[src/rtl/pc_seq_pkg.sv]
// Shared constants for the PC next-address sequencer: address width, command
// codes, FSM state encodings and a sign-extension helper.
package pc_seq_pkg;

  localparam int unsigned ADDR_W = 16;

  // Command codes on i_cmd
  localparam logic [1:0] CMD_INC  = 2'b00;
  localparam logic [1:0] CMD_ABS  = 2'b01;
  localparam logic [1:0] CMD_REL  = 2'b10;
  localparam logic [1:0] CMD_RVEC = 2'b11;

  // FSM state encodings
  localparam logic [2:0] ST_IDLE    = 3'd0;
  localparam logic [2:0] ST_GET_LO  = 3'd1;
  localparam logic [2:0] ST_GET_HI  = 3'd2;
  localparam logic [2:0] ST_GET_OFS = 3'd3;
  localparam logic [2:0] ST_COMMIT  = 3'd4;

  // Sign-extend an 8-bit branch offset to address width
  function automatic logic [ADDR_W-1:0] sext8(input logic [7:0] val);
    return {{(ADDR_W-8){val[7]}}, val};
  endfunction

endpackage

[src/rtl/pc_addr_adder.sv]
// Combinational address adder: CUR plus zero-extended STEP, or CUR plus a
// sign-extended 8-bit offset. The wrap output exists only when
// PC_WRAP_FLAG_EN is defined.
module pc_addr_adder
  import pc_seq_pkg::*;
(
  input  logic [ADDR_W-1:0] i_cur,
  input  logic              i_sel_ofs,
  input  logic [7:0]        i_step,
  input  logic [7:0]        i_ofs,
  output logic [ADDR_W-1:0] o_sum
`ifdef PC_WRAP_FLAG_EN
  ,
  output logic              o_wrap
`endif
);

  logic [ADDR_W-1:0] w_addend;

`ifdef PC_WRAP_FLAG_EN
  logic [ADDR_W:0] w_sum_ext;

  // Sum with carry-out; a negative offset wraps when there is no carry (borrow)
  always_comb begin
    w_addend  = i_sel_ofs ? sext8(i_ofs) : {8'h00, i_step};
    w_sum_ext = {1'b0, i_cur} + {1'b0, w_addend};
    o_sum     = w_sum_ext[ADDR_W-1:0];
    o_wrap    = (i_sel_ofs && i_ofs[7]) ? ~w_sum_ext[ADDR_W] : w_sum_ext[ADDR_W];
  end
`else
  // Plain modulo-2^16 sum
  always_comb begin
    w_addend = i_sel_ofs ? sext8(i_ofs) : {8'h00, i_step};
    o_sum    = i_cur + w_addend;
  end
`endif

endmodule

[src/rtl/pc_next_sequencer.sv]
// PC next-address sequencer: accepts INC/ABS/REL/RVEC commands, gathers any
// data-bus bytes, then presents the new address with a one-cycle load strobe.
// Optional macro PC_WRAP_FLAG_EN adds the o_wrap output.
module pc_next_sequencer
  import pc_seq_pkg::*;
#(
  parameter logic [15:0] RESET_VECTOR = 16'h0000,
  parameter int unsigned STEP         = 1
) (
  input  logic              i_clk,
  input  logic              i_reset,
  input  logic [1:0]        i_cmd,
  input  logic              i_cmd_valid,
  output logic              o_cmd_ready,
  input  logic [7:0]        i_data_in,
  input  logic              i_data_valid,
  input  logic [ADDR_W-1:0] i_cur,
  output logic [ADDR_W-1:0] o_next,
  output logic              o_load,
  output logic              o_busy
`ifdef PC_WRAP_FLAG_EN
  ,
  output logic              o_wrap
`endif
);

  localparam logic [7:0] STEP_B = STEP[7:0];

  logic [2:0]        r_state;
  logic [ADDR_W-1:0] r_next;
  logic [7:0]        r_lo;
  logic [2:0]        w_state_nxt;
  logic [ADDR_W-1:0] w_next_nxt;
  logic [7:0]        w_lo_nxt;
  logic [ADDR_W-1:0] w_sum;
  logic              w_sel_ofs;

`ifdef PC_WRAP_FLAG_EN
  logic r_wrap;
  logic w_wrap_nxt;
  logic w_add_wrap;
`endif

  // Offset path is only needed while waiting for the branch offset
  assign w_sel_ofs = (r_state == ST_GET_OFS);

  pc_addr_adder u_adder (
    .i_cur     (i_cur),
    .i_sel_ofs (w_sel_ofs),
    .i_step    (STEP_B),
    .i_ofs     (i_data_in),
    .o_sum     (w_sum)
`ifdef PC_WRAP_FLAG_EN
    ,
    .o_wrap    (w_add_wrap)
`endif
  );

  // Next-state, next-address and byte-latch decode
  always_comb begin
    w_state_nxt = r_state;
    w_next_nxt  = r_next;
    w_lo_nxt    = r_lo;
`ifdef PC_WRAP_FLAG_EN
    w_wrap_nxt  = r_wrap;
`endif
    case (r_state)
      ST_IDLE: begin
        if (i_cmd_valid) begin
          case (i_cmd)
            CMD_INC: begin
              w_state_nxt = ST_COMMIT;
              w_next_nxt  = w_sum;
`ifdef PC_WRAP_FLAG_EN
              w_wrap_nxt  = w_add_wrap;
`endif
            end
            CMD_ABS: w_state_nxt = ST_GET_LO;
            CMD_REL: w_state_nxt = ST_GET_OFS;
            default: begin
              w_state_nxt = ST_COMMIT;
              w_next_nxt  = RESET_VECTOR;
`ifdef PC_WRAP_FLAG_EN
              w_wrap_nxt  = 1'b0;
`endif
            end
          endcase
        end
      end
      ST_GET_LO: begin
        if (i_data_valid) begin
          w_lo_nxt    = i_data_in;
          w_state_nxt = ST_GET_HI;
        end
      end
      ST_GET_HI: begin
        if (i_data_valid) begin
          w_next_nxt  = {i_data_in, r_lo};
          w_state_nxt = ST_COMMIT;
`ifdef PC_WRAP_FLAG_EN
          w_wrap_nxt  = 1'b0;
`endif
        end
      end
      ST_GET_OFS: begin
        if (i_data_valid) begin
          w_next_nxt  = w_sum;
          w_state_nxt = ST_COMMIT;
`ifdef PC_WRAP_FLAG_EN
          w_wrap_nxt  = w_add_wrap;
`endif
        end
      end
      ST_COMMIT: begin
        w_state_nxt = ST_IDLE;
`ifdef PC_WRAP_FLAG_EN
        w_wrap_nxt  = 1'b0;
`endif
      end
      default: w_state_nxt = ST_IDLE;
    endcase
  end

  // State registers; reset wins over everything and discards partial commands
  always_ff @(posedge i_clk) begin
    if (i_reset) begin
      r_state <= ST_IDLE;
      r_next  <= RESET_VECTOR;
      r_lo    <= 8'h00;
    end else begin
      r_state <= w_state_nxt;
      r_next  <= w_next_nxt;
      r_lo    <= w_lo_nxt;
    end
  end

`ifdef PC_WRAP_FLAG_EN
  // Wrap flag register, only ever set on entry to COMMIT
  always_ff @(posedge i_clk) begin
    if (i_reset) r_wrap <= 1'b0;
    else         r_wrap <= w_wrap_nxt;
  end

  assign o_wrap = r_wrap;
`endif

  assign o_next      = r_next;
  assign o_load      = (r_state == ST_COMMIT);
  assign o_busy      = (r_state != ST_IDLE);
  assign o_cmd_ready = (r_state == ST_IDLE);

endmodule

[config.mk]
export PLATFORM = sky130hd
export DESIGN_NAME = pc_next_sequencer
export DESIGN_NICKNAME = d
export VERILOG_FILES = /design/src/rtl/pc_seq_pkg.sv /design/src/rtl/pc_addr_adder.sv /design/src/rtl/pc_next_sequencer.sv
export SDC_FILE = /design/constraint.sdc
export NUM_CORES = 1
export LEC_CHECK = 0
export CORE_MARGIN = 2
export CORE_UTILIZATION = 44
export DETAILED_ROUTE_END_ITERATION = 6
export PLACE_DENSITY = 0.76
export SYNTH_ARGS = -nofsm -noshare
export SYNTH_HDL_FRONTEND = slang
export SYNTH_HIERARCHICAL = 1
export SYNTH_SLANG_ARGS = --single-unit
export TNS_END_PERCENT = 10
[constraint.sdc]
create_clock -name i_clk -period 10.2 [get_ports i_clk]
set_input_delay 2.04 -clock i_clk [delete_from_list [all_inputs] [get_ports i_clk]]
set_output_delay 2.04 -clock i_clk [all_outputs]
set_load 0.03 [all_outputs]
==> flow_summary.json <==
{
  "ys_seq_area_share_pct": 21.8,
  "yosys_warnings": 6,
  "clock_sinks": 27,
  "fin_area_um2": 3010,
  "endpoint_kind": "flip-flop",
  "insertion_delay_ns": 0.28,
  "async_flop_share_pct": 0,
  "netlist-cell-type-count": 50,
  "rsz0062_at_grt": "false",
  "syn_area_um2": 2470,
  "cp_slowest_cell": "nor2_1",
  "hold_ws_ns": 0.508,
  "clock_power_share_pct": 18.8,
  "tightest_slew_ns": 0.904,
  "clockRootBuffer": "clkbuf_8",
  "critPathKind": "reg -> reg",
  "crit_chain": "nand2b_1, nor2_1, mux2_2, ha_1, inv_1, fa_1, inv_1, a21o_1, a211o_4, o31ai_4, mux2i_1, xnor2_1, mux2i_1, mux2_2, a21oi_1",
  "hpwl_um": 4290,
  "worst-path-buf-inv": 2,
  "ys.flop_type": "dfxtp_1",
  "max_stage_delay_ns": 0.84,
  "numPortBuffers": 48,
  "layout-drive-gt1-share_pct": 13.5,
  "cts_tree": "yes",
  "min_period_ns": 4.98,
  "cp.arrival_ns": 5.18,
  "via_per_inst": 5.45,
  "grt_usage_pct": 19.4,
  "finClkSkew_ns": 0.0120,
  "slew-limit-headroom_pct": 39.6,
  "io_pins": 49,
  "cp.required_ns": 10.41,
  "synth-simple-area-share_pct": 18.3,
  "syn2layout_area_growth_pct": 21.4,
  "cap_violations": 0,
  "synth_edf_count": 0,
  "ys_top_cells_by_area": "dfxtp_1 (22%), mux2i_1 (12%), mux2_2 (10%), o311ai_0 (5.7%), ha_1 (5.1%)",
  "num_antenna_cells": 0,
  "antenna_found_initial": 0,
  "synth_xor_area_share_pct": 5.31,
  "cts_setup_buffers": 0,
  "cp_max_fo": 24,
  "p_switching_mw": 0.124,
  "ys_ff_latch": 27,
  "drv_slew": 0,
  "synth_top_family_by_area": "multiplexers",
  "r2r_start": "r_state[2]",
  "tns_ns": 0,
  "start_util_pct": 45.2,
  "core_um2": 5470,
  "htree_num_levels": 1,
  "ctsHoldBuffers": 0,
  "cts_buffer_depth": 2,
  "dr.pass1.iters": 4,
  "r2r-end": "o_next[12]",
  "min_period_over_period_pct": 48.8,
  "num_rows": 27,
  "min-delay-start": "r_lo[4]",
  "switching_share_pct": 36.9,
  "cts_made_buffers": 3,
  "grt_first_pass_wirelength_um": 9820,
  "mostFrequentLayoutCells": "clkdlybuf4s50_1 (48), mux2i_1 (30), nand2_1 (29)",
  "gp_congestion": 0.891,
  "seqPwrFrac_pct": 37.0,
  "wire_per_inst_um": 14.8,
  "combPwrFrac_pct": 44.3,
  "r2r_cells": 15,
  "synth.top_cell.area_share_pct": 21.8,
  "leakagePower_nw": 1.07,
  "min_path_cells": 2,
  "max-vdd-ir-drop_uv": 63.6,
  "die_x_um": 79,
  "cts_resized": 0,
  "start_kind": "flip-flop",
  "hold_viol_final": 0,
  "cpLargestDelayFamily": "simple AND/OR/NAND/NOR gates",
  "status": "completed",
  "die_h_um": 79,
  "synth_compound_area_share_pct": 19.4,
  "min_path_type": "reg -> reg",
  "drt-initial-drc-count": 108,
  "clk_pin_slew_worst_paths_ns": 0.10,
  "holdPathEnd": "r_lo[4]",
  "fillers": 523,
  "mostFrequentLayoutCell": "clkdlybuf4s50_1",
  "max_freq_mhz": 201,
  "placed_cell_area_um2": 2960,
  "cellPowerDensity_nw_per_um2": 112,
  "synth.largest_area_cell": "dfxtp_1",
  "grt_max_degree": 25,
  "drc": 0,
  "rrSetupSlack_ns": 5.22,
  "via_count": 2165,
  "ant_nets": 0,
  "synthMuxAreaShare_pct": 22.1,
  "routed_wirelength_um": 5900,
  "grt_overflow": 0,
  "p_int_mw": 0.212,
  "grt_pass1_vias": 2102,
  "synth_area_per_cell_um2": 8.62,
  "nNetsFinal": 367,
  "finalSetupViolations": 0,
  "synth_fa_ha_area_share_pct": 5.86,
  "synthCells": 287,
  "dieArea_um2": 6240
}
## cells in the mapped netlist (3+ instances only)
library cell	n
mux2_2	22
ha_1	10
nand2b_1	17
nand2_1	29
inv_1	14
a21oi_1	21
nor2_1	18
mux2i_1	30
nand3_1	4
xor2_1	6
o311ai_0	16
o21ai_0	5
clkbuf_1	10
dfxtp_1	27
xnor2_1	9
buf_2	5
nor3_1	3
buf_6	4
## worst max-delay path by stage
stage,cells after the start,startpoint,endpoint,slack [ns]
floorplan,13,i_data_in[0],o_next[10],5.67
global placement,14,i_data_in[0],o_next[12],5.07
detailed placement,14,i_data_in[0],o_next[12],5.00
CTS,15,r_state[2],o_next[12],5.19
global route,15,r_state[2],o_next[12],4.86
finish,15,r_state[2],o_next[12],5.22
## per-layer routing
layer / part of all wire (%) / track usage, % / vias to the layer above / wire, um
met1: 47 / 25.5 / 1007 / 2760
li1: - / - / 1096 / -
met3: 4.6 / 3.18 / 4 / 274
met2: 48 / 33.7 / 58 / 2820
met5: 0 / 0 / - / 0
met4: 0.59 / 3.28 / 0 / 35
## state kept, by name, summed over array words and instances (netlist names)
signal,flops
r_state,3
o_next,16
r_lo,8
## through the flow
step                std cells  power (mW)  utilization (%)  setup WS (ns)
global placement          393       0.273             54.0           5.07
detailed placement        393       0.274             54.0           5.00
finish                    397       0.336             54.9           5.22
CTS                       397       0.337             54.9           5.19
floorplan                 293       0.228                -           5.67
global route              397       0.356             54.9           4.86
## worst min-delay path: cells and delay by family, from the launching register on
kind,cells,cell delay (ns)
simple gates,1,0.08
mux,1,0.07
flops,1,0.34
## kinds of logic (layout without fill, tap and decap cells)
family / Yosys count / in the layout
mux: 52 / 52
simple gates: 85 / 85
fa+ha+maj: 11 / 11
flops: 27 / 27
buf+inv: 35 / 67
compound gates: 60 / 60
other cells: 2 / 8
xor+xnor: 15 / 15
## final cells by class
type,instances,area [um^2],share of cell area [%]
multi-input combinational,231,1790,59.4
sequential,27,541,18.0
tap,72,90.1,3.00
clock inverter,1,7.51,0.250
clock buffer,3,41.3,1.37
timing repair buffer,49,488,16.2
inverter,14,52.6,1.75
## power groups by stage
stage,Combinational [mW],Sequential (mW),Clock (mW)
2_1_floorplan,0.0896,0.138,0
3_3_place_gp,0.146,0.126,0
3_5_place_dp,0.148,0.127,0
4_1_cts,0.149,0.124,0.0641
5_1_grt,0.161,0.126,0.0688
6_report,0.149,0.124,0.0630
(Power assumes the default switching activity.)
